--- config.mk ---
export PLATFORM = sky130hd
export DESIGN_NAME = aes_ahb_regif_flat
export DESIGN_NICKNAME = d
export VERILOG_FILES = /design/src/rtl/aes_regif_pkg.sv /design/src/rtl/aes_ahb_regif_if.sv /design/src/rtl/aes_ahb_dphase.sv /design/src/rtl/aes_ahb_regif.sv /design/src/flat_wrapper.sv
export SDC_FILE = /design/constraint.sdc
export NUM_CORES = 1
export LEC_CHECK = 0
export ABC_AREA = 1
export CAP_MARGIN = 25
export CORE_ASPECT_RATIO = 1.25
export CORE_MARGIN = 4
export CORE_UTILIZATION = 48
export CTS_CLUSTER_SIZE = 10
export DETAILED_ROUTE_END_ITERATION = 10
export MAX_ROUTING_LAYER = met4
export PLACE_DENSITY = 0.77
export SYNTH_ARGS = -nofsm -noshare
export SYNTH_HDL_FRONTEND = slang
export SYNTH_SLANG_ARGS = --single-unit
--- constraint.sdc ---
create_clock -name hclk -period 2.1 [get_ports hclk]
set_input_delay 0.315 -clock hclk [delete_from_list [all_inputs] [get_ports hclk]]
set_output_delay 0.315 -clock hclk [all_outputs]
set_load 0.005 [all_outputs]
--- src/rtl/aes_regif_pkg.sv ---
// AES AHB register interface: shared constants and types.
// Bus encodings, register map pages/words, STATUS bits, FSM states.
package aes_regif_pkg;

  localparam logic [1:0] HTRANS_IDLE   = 2'b00;
  localparam logic [1:0] HTRANS_NONSEQ = 2'b10;
  localparam logic [1:0] HTRANS_SEQ    = 2'b11;
  localparam logic [2:0] HSIZE_WORD    = 3'b010;

  // Register map: offset[11:8] selects a page,
  // offset[7:2] selects the word within it.
  localparam logic [3:0] PG_CTRL = 4'h0;
  localparam logic [3:0] PG_KEY  = 4'h1;
  localparam logic [3:0] PG_DIN  = 4'h2;
  localparam logic [3:0] PG_DOUT = 4'h3;
  localparam logic [5:0] WD_CTRL = 6'd0;
  localparam logic [5:0] WD_STAT = 6'd1;

  localparam int ST_BUSY = 0;
  localparam int ST_DONE = 1;
  localparam int ST_ERR  = 2;

  typedef enum logic [2:0] {
    DP_IDLE,
    DP_XFER,
    DP_WAIT,
    DP_ERR1,
    DP_ERR2
  } dp_state_e;

endpackage

--- src/rtl/aes_ahb_regif_if.sv ---
// AHB-Lite slave-side bus bundle for the AES register interface.
// master drives request + hready; slave drives hreadyout/hresp/hrdata.
interface aes_ahb_if #(
  parameter int DATA_W = 32
);
  logic              hsel;
  logic [31:0]       haddr;
  logic [1:0]        htrans;
  logic              hwrite;
  logic [2:0]        hsize;
  logic [DATA_W-1:0] hwdata;
  logic              hready;
  logic              hreadyout;
  logic              hresp;
  logic [DATA_W-1:0] hrdata;

  modport master (
    output hsel, haddr, htrans, hwrite,
    output hsize, hwdata, hready,
    input  hreadyout, hresp, hrdata
  );

  modport slave (
    input  hsel, haddr, htrans, hwrite,
    input  hsize, hwdata, hready,
    output hreadyout, hresp, hrdata
  );
endinterface

--- src/rtl/aes_ahb_dphase.sv ---
// Data-phase FSM: ready/response sequencing, write commit strobe.
// in: accept/err of new addr phase, registered write, stall target,
// core busy. out: hreadyout, hresp, commit, read enable, err set.
module aes_ahb_dphase
  import aes_regif_pkg::*;
(
  input  logic clk_i,
  input  logic rst_i,
  input  logic accept_i,
  input  logic err_i,
  input  logic write_i,
  input  logic stall_tgt_i,
  input  logic core_busy_i,
  output logic hreadyout_o,
  output logic hresp_o,
  output logic commit_o,
  output logic rd_en_o,
  output logic err_set_o
);

  dp_state_e state_q, state_d, nxt_s;

  // State entered when this cycle ends a data phase.
  assign nxt_s = accept_i
               ? (err_i ? DP_ERR1 : DP_XFER)
               : DP_IDLE;

  always_ff @(posedge clk_i) begin
    if (rst_i) state_q <= DP_IDLE;
    else       state_q <= state_d;
  end

  always_comb begin
    state_d     = state_q;
    hreadyout_o = 1'b1;
    hresp_o     = 1'b0;
    commit_o    = 1'b0;
    rd_en_o     = 1'b0;
    err_set_o   = 1'b0;
    unique case (state_q)
      DP_IDLE: state_d = nxt_s;
      DP_XFER: begin
        if (write_i && stall_tgt_i
            && core_busy_i) begin
          hreadyout_o = 1'b0;
          state_d     = DP_WAIT;
        end else begin
          commit_o = write_i;
          rd_en_o  = !write_i;
          state_d  = nxt_s;
        end
      end
      DP_WAIT: begin
        if (core_busy_i) begin
          hreadyout_o = 1'b0;
        end else begin
          commit_o = 1'b1;
          state_d  = nxt_s;
        end
      end
      DP_ERR1: begin
        hreadyout_o = 1'b0;
        hresp_o     = 1'b1;
        err_set_o   = 1'b1;
        state_d     = DP_ERR2;
      end
      DP_ERR2: begin
        hresp_o = 1'b1;
        state_d = nxt_s;
      end
      default: state_d = DP_IDLE;
    endcase
  end

endmodule

--- src/rtl/aes_ahb_regif.sv ---
// AHB-Lite register interface for the AES core (CTRL/STATUS/KEY/DIN/DOUT).
// Ports: hclk, hreset, ahb (slave), key_o, din_o, mode_o, start_o,
// core_busy_i, core_done_i, dout_i.
module aes_ahb_regif
  import aes_regif_pkg::*;
#(
  parameter int DATA_W    = 32,
  parameter int KEY_WORDS = 4,
  parameter int BLK_WORDS = 4,
  parameter int ADDR_W    = 12
) (
  input  logic                   hclk,
  input  logic                   hreset,
  aes_ahb_if.slave               ahb,
  output logic [32*KEY_WORDS-1:0] key_o,
  output logic [32*BLK_WORDS-1:0] din_o,
  output logic                   mode_o,
  output logic                   start_o,
  input  logic                   core_busy_i,
  input  logic                   core_done_i,
  input  logic [32*BLK_WORDS-1:0] dout_i
);

  localparam int KI_W = $clog2(KEY_WORDS);
  localparam int BI_W = $clog2(BLK_WORDS);

  logic [KEY_WORDS-1:0][31:0] key_q;
  logic [BLK_WORDS-1:0][31:0] din_q;
  logic [BLK_WORDS-1:0][31:0] dout_q;
  logic mode_q, start_q, done_q, err_q;

  logic [3:0] a_pg, pg_q;
  logic [5:0] a_wd, wd_q;
  logic       wr_q;
  logic accept, a_map, a_err;
  logic commit, rd_en, err_set, stall_tgt;
  logic wr_ctrl, wr_stat, wr_key, wr_din;
  logic done_clr;
  logic [2:0] status;
  logic [DATA_W-1:0] rd_mux;
  logic unused_ok;

  assign unused_ok = ^{ahb.haddr[31:ADDR_W],
                       ahb.htrans[0]};

  assign a_pg   = ahb.haddr[11:8];
  assign a_wd   = ahb.haddr[7:2];
  assign accept = ahb.hsel & ahb.hready
                & ahb.htrans[1];

  always_comb begin
    a_map = 1'b0;
    case (a_pg)
      PG_CTRL: a_map = a_wd <= WD_STAT;
      PG_KEY:  a_map = a_wd < 6'(KEY_WORDS);
      PG_DIN:  a_map = a_wd < 6'(BLK_WORDS);
      PG_DOUT: a_map = (a_wd < 6'(BLK_WORDS))
                     && !ahb.hwrite;
      default: a_map = 1'b0;
    endcase
  end

  assign a_err = !a_map
              || ahb.hsize != HSIZE_WORD
              || ahb.haddr[1:0] != 2'b00;

  always_ff @(posedge hclk) begin
    if (hreset) begin
      pg_q <= '0;
      wd_q <= '0;
      wr_q <= 1'b0;
    end else if (accept) begin
      pg_q <= a_pg;
      wd_q <= a_wd;
      wr_q <= ahb.hwrite;
    end
  end

  // Registers the core reads while running must not change under it.
  assign stall_tgt = pg_q == PG_KEY
                  || pg_q == PG_DIN
                  || (pg_q == PG_CTRL
                      && wd_q == WD_CTRL);

  aes_ahb_dphase u_dphase (
    .clk_i       (hclk),
    .rst_i       (hreset),
    .accept_i    (accept),
    .err_i       (a_err),
    .write_i     (wr_q),
    .stall_tgt_i (stall_tgt),
    .core_busy_i (core_busy_i),
    .hreadyout_o (ahb.hreadyout),
    .hresp_o     (ahb.hresp),
    .commit_o    (commit),
    .rd_en_o     (rd_en),
    .err_set_o   (err_set)
  );

  assign wr_ctrl = commit && pg_q == PG_CTRL
                && wd_q == WD_CTRL;
  assign wr_stat = commit && pg_q == PG_CTRL
                && wd_q == WD_STAT;
  assign wr_key  = commit && pg_q == PG_KEY;
  assign wr_din  = commit && pg_q == PG_DIN;

  // A start clears done so software can poll for the new result.
  assign done_clr = (wr_ctrl && ahb.hwdata[0])
                 || (wr_stat && ahb.hwdata[ST_DONE]);

  always_ff @(posedge hclk) begin
    if (hreset) begin
      key_q   <= '0;
      din_q   <= '0;
      dout_q  <= '0;
      mode_q  <= 1'b0;
      start_q <= 1'b0;
      done_q  <= 1'b0;
      err_q   <= 1'b0;
    end else begin
      start_q <= wr_ctrl && ahb.hwdata[0];
      if (wr_ctrl)
        mode_q <= ahb.hwdata[1];
      if (wr_key)
        key_q[wd_q[KI_W-1:0]] <= ahb.hwdata;
      if (wr_din)
        din_q[wd_q[BI_W-1:0]] <= ahb.hwdata;
      if (core_done_i)
        dout_q <= dout_i;
      if (core_done_i)   done_q <= 1'b1;
      else if (done_clr) done_q <= 1'b0;
      if (err_set)
        err_q <= 1'b1;
      else if (wr_stat && ahb.hwdata[ST_ERR])
        err_q <= 1'b0;
    end
  end

  // busy covers the gap between start and the core raising busy.
  assign status = {err_q, done_q,
                   core_busy_i | start_q};

  always_comb begin
    rd_mux = '0;
    case (pg_q)
      PG_CTRL: begin
        if (wd_q == WD_CTRL) rd_mux[1]   = mode_q;
        else                 rd_mux[2:0] = status;
      end
      PG_KEY:  rd_mux = key_q[wd_q[KI_W-1:0]];
      PG_DIN:  rd_mux = din_q[wd_q[BI_W-1:0]];
      PG_DOUT: rd_mux = dout_q[wd_q[BI_W-1:0]];
      default: rd_mux = '0;
    endcase
  end

  assign ahb.hrdata = rd_en ? rd_mux : '0;

  assign key_o   = key_q;
  assign din_o   = din_q;
  assign mode_o  = mode_q;
  assign start_o = start_q;

endmodule
--- src/flat_wrapper.sv ---
// flat-port wrapper written by rule: the top's interface ports become plain ports
module aes_ahb_regif_flat import aes_regif_pkg::*;
#(
  parameter int DATA_W    = 32,
  parameter int KEY_WORDS = 4,
  parameter int BLK_WORDS = 4,
  parameter int ADDR_W    = 12
)
  (hclk, hreset, key_o, din_o, mode_o, start_o, core_busy_i, core_done_i, dout_i, ahb_hsel, ahb_haddr, ahb_htrans, ahb_hwrite, ahb_hsize, ahb_hwdata, ahb_hready, ahb_hreadyout, ahb_hresp, ahb_hrdata);
  aes_ahb_if #(.DATA_W(DATA_W)) ahb_i ();
  input  logic hclk;
  input  logic hreset;
  output logic [32*KEY_WORDS-1:0] key_o;
  output logic [32*BLK_WORDS-1:0] din_o;
  output logic mode_o;
  output logic start_o;
  input  logic core_busy_i;
  input  logic core_done_i;
  input  logic [32*BLK_WORDS-1:0] dout_i;
  input wire logic [$bits(ahb_i.hsel)-1:0] ahb_hsel;
  input wire logic [$bits(ahb_i.haddr)-1:0] ahb_haddr;
  input wire logic [$bits(ahb_i.htrans)-1:0] ahb_htrans;
  input wire logic [$bits(ahb_i.hwrite)-1:0] ahb_hwrite;
  input wire logic [$bits(ahb_i.hsize)-1:0] ahb_hsize;
  input wire logic [$bits(ahb_i.hwdata)-1:0] ahb_hwdata;
  input wire logic [$bits(ahb_i.hready)-1:0] ahb_hready;
  output wire logic [$bits(ahb_i.hreadyout)-1:0] ahb_hreadyout;
  output wire logic [$bits(ahb_i.hresp)-1:0] ahb_hresp;
  output wire logic [$bits(ahb_i.hrdata)-1:0] ahb_hrdata;
  assign ahb_i.hsel = ahb_hsel;
  assign ahb_i.haddr = ahb_haddr;
  assign ahb_i.htrans = ahb_htrans;
  assign ahb_i.hwrite = ahb_hwrite;
  assign ahb_i.hsize = ahb_hsize;
  assign ahb_i.hwdata = ahb_hwdata;
  assign ahb_i.hready = ahb_hready;
  assign ahb_hreadyout = ahb_i.hreadyout;
  assign ahb_hresp = ahb_i.hresp;
  assign ahb_hrdata = ahb_i.hrdata;
  aes_ahb_regif #(.DATA_W(DATA_W), .KEY_WORDS(KEY_WORDS), .BLK_WORDS(BLK_WORDS), .ADDR_W(ADDR_W)) u_core (.hclk(hclk), .hreset(hreset), .ahb(ahb_i), .key_o(key_o), .din_o(din_o), .mode_o(mode_o), .start_o(start_o), .core_busy_i(core_busy_i), .core_done_i(core_done_i), .dout_i(dout_i));
endmodule
==> Implementation_results.wiki, run 1 <==
{| class="wikitable"
! Metric !! Value
|-
| Violated checks || negative setup slack
|-
| Cell area after layout || roughly 33,000 sq um
|-
| Length of the first detailed-routing pass in iterations || 6
|-
| Core Util, Final || 82.0%
|-
| Most used cell, CP || buf_12
|-
| MaxCap Viol Count || 0
|-
| Avg Vias per Cell || about 5.6
|-
| Wire length of the first global-routing pass || 133,000 um
|-
| Number of placed I/O pins || 496
|-
| Die area || 44,200 sq um
|-
| Wire length after detailed routing || ~100,000 um
|-
| Total congestion overflow || 0
|-
| Register bit count reported by yosys || 402
|-
| Sequential area share after synthesis || 41.0%
|-
| Critical Path Slowest Stage Cell || dfxtp_4
|-
| Clock-pin slew of the registers on the worst-case setup and hold paths || about 60 ps
|-
| Fraction of layout instances using a drive strength above 1 || 32.7%
|-
| Critical Path Sink Type || primary output
|-
| Main synth FF type || dfxtp_1
|-
| Number of enable-type register cells in the synthesized netlist || 0
|-
| Final setup violation count || approximately 290
|-
| Total Nets Final || roughly 4,000
|-
| Die span in x || 189 um
|-
| Period utilization || 131%
|-
| Via count of the first global-routing pass || 22,200
|-
| Worst Setup Slack, final || -644 ps
|-
| Slew Limit Headroom || 58.0%
|-
| Area overhead of the layout relative to synthesis || 67.9%
|-
| Worst-case register-to-register setup slack || -610 ps
|-
| Switching component of the power || 4540 uW
|-
| Global-route usage over all layers || around two fifths
|-
| Synth Instances || 3,055
|-
| Setup Slack @ Placement || -584 ps
|-
| Slowest cell delay on critical path || about 380 ps
|-
| Starting density of the core || 48.8%
|-
| Mean Syn Cell Area || 6.42 sq um
|-
| Synthesis Warnings || 0
|-
| VDD IR max || 0.655 mV
|-
| Final weighted congestion of routability-driven global placement || slightly below 1
|-
| Standard cell area after detailed placement || 26,200 sq um
|-
| Fraction of power consumed by sequential logic || 45.9%
|-
| Antenna Violating Nets Remaining || 0
|-
| Async S/R FF share, synth || 0%
|-
| Switching Share || 26.2%
|-
| Count of endpoints failing hold in the final timing report || 0
|-
| Max Freq || 364 MHz
|-
| Row Count || 82
|-
| Arrival time worst endpoint || 2430 ps
|-
| DR iter-0 viols || about 2,600
|-
| Initial antenna violation count || 1
|-
| RSZ-0062 raised after global routing || yes
|-
| Number of buffers created by CTS || 46
|-
| Wire length per cell || 23.2 um
|-
| Fraction of power consumed by combinational cells || 12.7%
|-
| Critical path peak fanout || 6
|-
| Port bufs || ~470
|-
| Number of buffers inserted for hold repair after clock tree synthesis || 0
|-
| Clock power frac || a little over 40%
|-
| TritonCTS clock tree || built
|-
| Buffer cell driving the clock tree root || clkbuf_16
|-
| Cell-internal power || 12,800 uW
|-
| Max Slew Vio Count || 0
|-
| Syn nets || 3,259
|-
| Power density over cell area || 525 nW/um^2
|-
| Transition time of the tightest slew-check pin || 630 ps
|-
| Post-Synthesis Cell Area || 19,600 sq um
|-
| Count of unresolved DRC violations after routing || 0
|-
| Setup Crit Path Kind || flop to primary output
|-
| Clock latency on the worst-skew pair || 580 ps
|-
| Required time of the critical path || 1780 ps
|-
| Top delay family on crit path || buffers and inverters
|-
| Final critical delay including setup and external delays || 2740 ps
|-
| Clock Path Buffers || 3
|-
| Core Area || 40,200 sq um
|-
| H-tree levels || 2
|-
| CP Cell Sequence || buf_12, nand2_8, clkinv_4, buf_12, buf_6, a22oi_2, a21oi_1, nor4_1, nor2_1, buf_2
|-
| Total leakage power || around 0.015 uW
|-
| Die H || ~230 um
|-
| Half-perimeter wire length of the detailed placement result || 59,100 um
|-
| Number of distinct library cells after synthesis || 33
|-
| Fin Clk Skew || ~19 ps
|-
| Buffers and inverters on the worst path || 5
|-
| Worst hold path class || input port to flop
|-
| Critical Path Source Type || flop
|-
| Number of vias in the routed layout || between 20,000 and 25,000
|-
| Status || complete, but fails checks
|-
| Number of clock sinks || 402
|-
| Largest net degree at the start of global routing || 129
|-
| Summed negative setup slack over all endpoints || -128,620 ps
|}
## area by class of cell
| type | count | area [sq um] |
|---|---|---|
| Timing Repair Buffer | 774 | 9080 |
| Clock buffer | 52 | 1190 |
| Fill cell | 2497 | 7260 |
| Sequential cell | 402 | 8060 |
| Inverter | 610 | 2410 |
| Multi-Input combinational cell | 1873 | 11500 |
| Tap cell | 546 | 683 |
| Clock inverter | 2 | 13.8 |
| Antenna cell | 1 | 2.50 |
## sequential cells by signal, indices dropped and copies added, names as in the netlist, 3 cells and up
register / count
u_core.din_o: 128
u_core.dout_q: 128
u_core.key_o: 128
u_core.pg_q: 4
u_core.u_dphase.state_q: 3
u_core.wd_q: 6
## cells in the final DEF (no fill, tap or decap), types with 10 or more instances in the layout
master           synthesis  final
o21ai_0                214    142
o21ai_1                 10     39
nor2_1                 527    473
clkinv_1                28     18
nand2_1                813    422
o22ai_1                124     42
buf_2                    8     26
buf_8                    0     13
buf_4                    1    103
buf_12                   0     95
a22oi_1                 68     40
buf_16                   0     20
o22ai_4                  0     35
o22ai_2                  0     47
buf_6                   48     53
a21oi_1                 43     29
nand2_4                  1    175
dfxtp_1                402    397
inv_2                   54    147
nand2_2                 23    239
nand3_1                 16     10
a22oi_2                  0     28
a21oi_2                  0     14
inv_1                  520    430
clkdlybuf4s50_1          0    439
o21ai_2                  0     41
clkbuf_16                0     66
nor2_2                   4     52
## worst reg2reg max path: stages, from the launching register on
cell and delay (ps):
dfxtp_4 420, nor2_4 70, clkinv_4 60, buf_12 130
buf_6 110, nor2_4 40, buf_6 120, buf_6 100
nand2_4 70, nand2_4 50, nand2_4 90, nand3_4 70
nand2_4 70, buf_6 130, nand2_8 70, buf_12 150
buf_12 120, nor2_8 190, clkinv_8 140, buf_12 190
nand2_4 50, inv_1 40, nor2_1 130
## layer usage
layer  GRT usage, %  up-vias  share of wire (%)
li1               -    10500                  -
met3           7.92      591                 12
met5              -        -                  0
met2           64.2     1859                 45
met4           22.2        0                8.5
met1           47.1    11000                 34
## cells by family (layout without fill, tap and decap cells)
kind of cell    Yosys count  in the layout  synth area share, %
flops                   402            402                 41.0
simple gates           1411           1411                 28.6
other cells               0              1                    0
compound gates          462            462                 13.5
buf+inv                 780           1438                 16.9
## power groups by stage
| stage | logic, uW | clock network, uW | registers [uW] |
|---|---|---|---|
| after global placement | 1570 | 0 | 8080 |
| final | 2190 | 7170 | 7940 |
| after global routing | 2300 | 7440 | 7950 |
| after detailed placement | 1600 | 0 | 8080 |
| after CTS | 1920 | 7120 | 7930 |
| after floorplan | 768 | 0 | 8050 |
## path summary, 6_finish.rpt
| kind | cells past startpoint | startpoint | to |
|---|---|---|---|
| min | 4 | core_done_i | u_core.dout_q[118] |
| min reg2reg | 2 | u_core.wd_q[4] | u_core.wd_q[4] |
| max reg2reg | 22 | u_core.wd_q[0] | u_core.din_o[1] |
| max | 10 | u_core.wd_q[0] | ahb_hrdata[0] |
## per-stage QoR
step | std cells | total power, uW | hold WS, ps
2_1_floorplan | 3055 | 8820 | 445
3_3_place_gp | 4090 | 9650 | 454
3_5_place_dp | 4090 | 9680 | 464
4_1_cts | 4227 | 17000 | 227
5_1_grt | 4260 | 17700 | 258
6_report | 4260 | 17300 | 241
## what timing repair did
item | 4_1_cts | 5_1_grt
cloned | 31 | 20
buffers inserted | 66 | 38
setup endpoints to repair | 290 | 292
pin swaps | 165 | 276
gates resized for setup | 547 | 777
## synthesized netlist by cell type, types with 2 or more instances
cell,number,area [sq um]
nor3_1,5,25.0
inv_4,8,50.1
a21oi_1,43,215
buf_1,6,22.5
o21ai_1,10,50.1
buf_2,8,40.0
nand2_1,813,3050
nor4_1,4,25.0
nor2_8,8,160
clkinv_1,28,105
a22oi_1,68,510
nand2_2,23,144
nor2_1,527,1980
inv_2,54,203
o21ai_0,214,1070
dfxtp_1,402,8050
nor2_2,4,25.0
clkbuf_1,107,402
nand2_8,2,40.0
nor2_4,2,22.5
nand4_1,3,18.8
o22ai_1,124,776
nand3_1,16,80.1
inv_1,520,1950
buf_6,48,541
(Power assumes the default switching activity.)
==> run 2: changes to the inputs <==
- SLEW_MARGIN: not set -> 5
==> results of run 2 <==
Same layout as run 1: the final DEF is identical, and so are final timing and power.
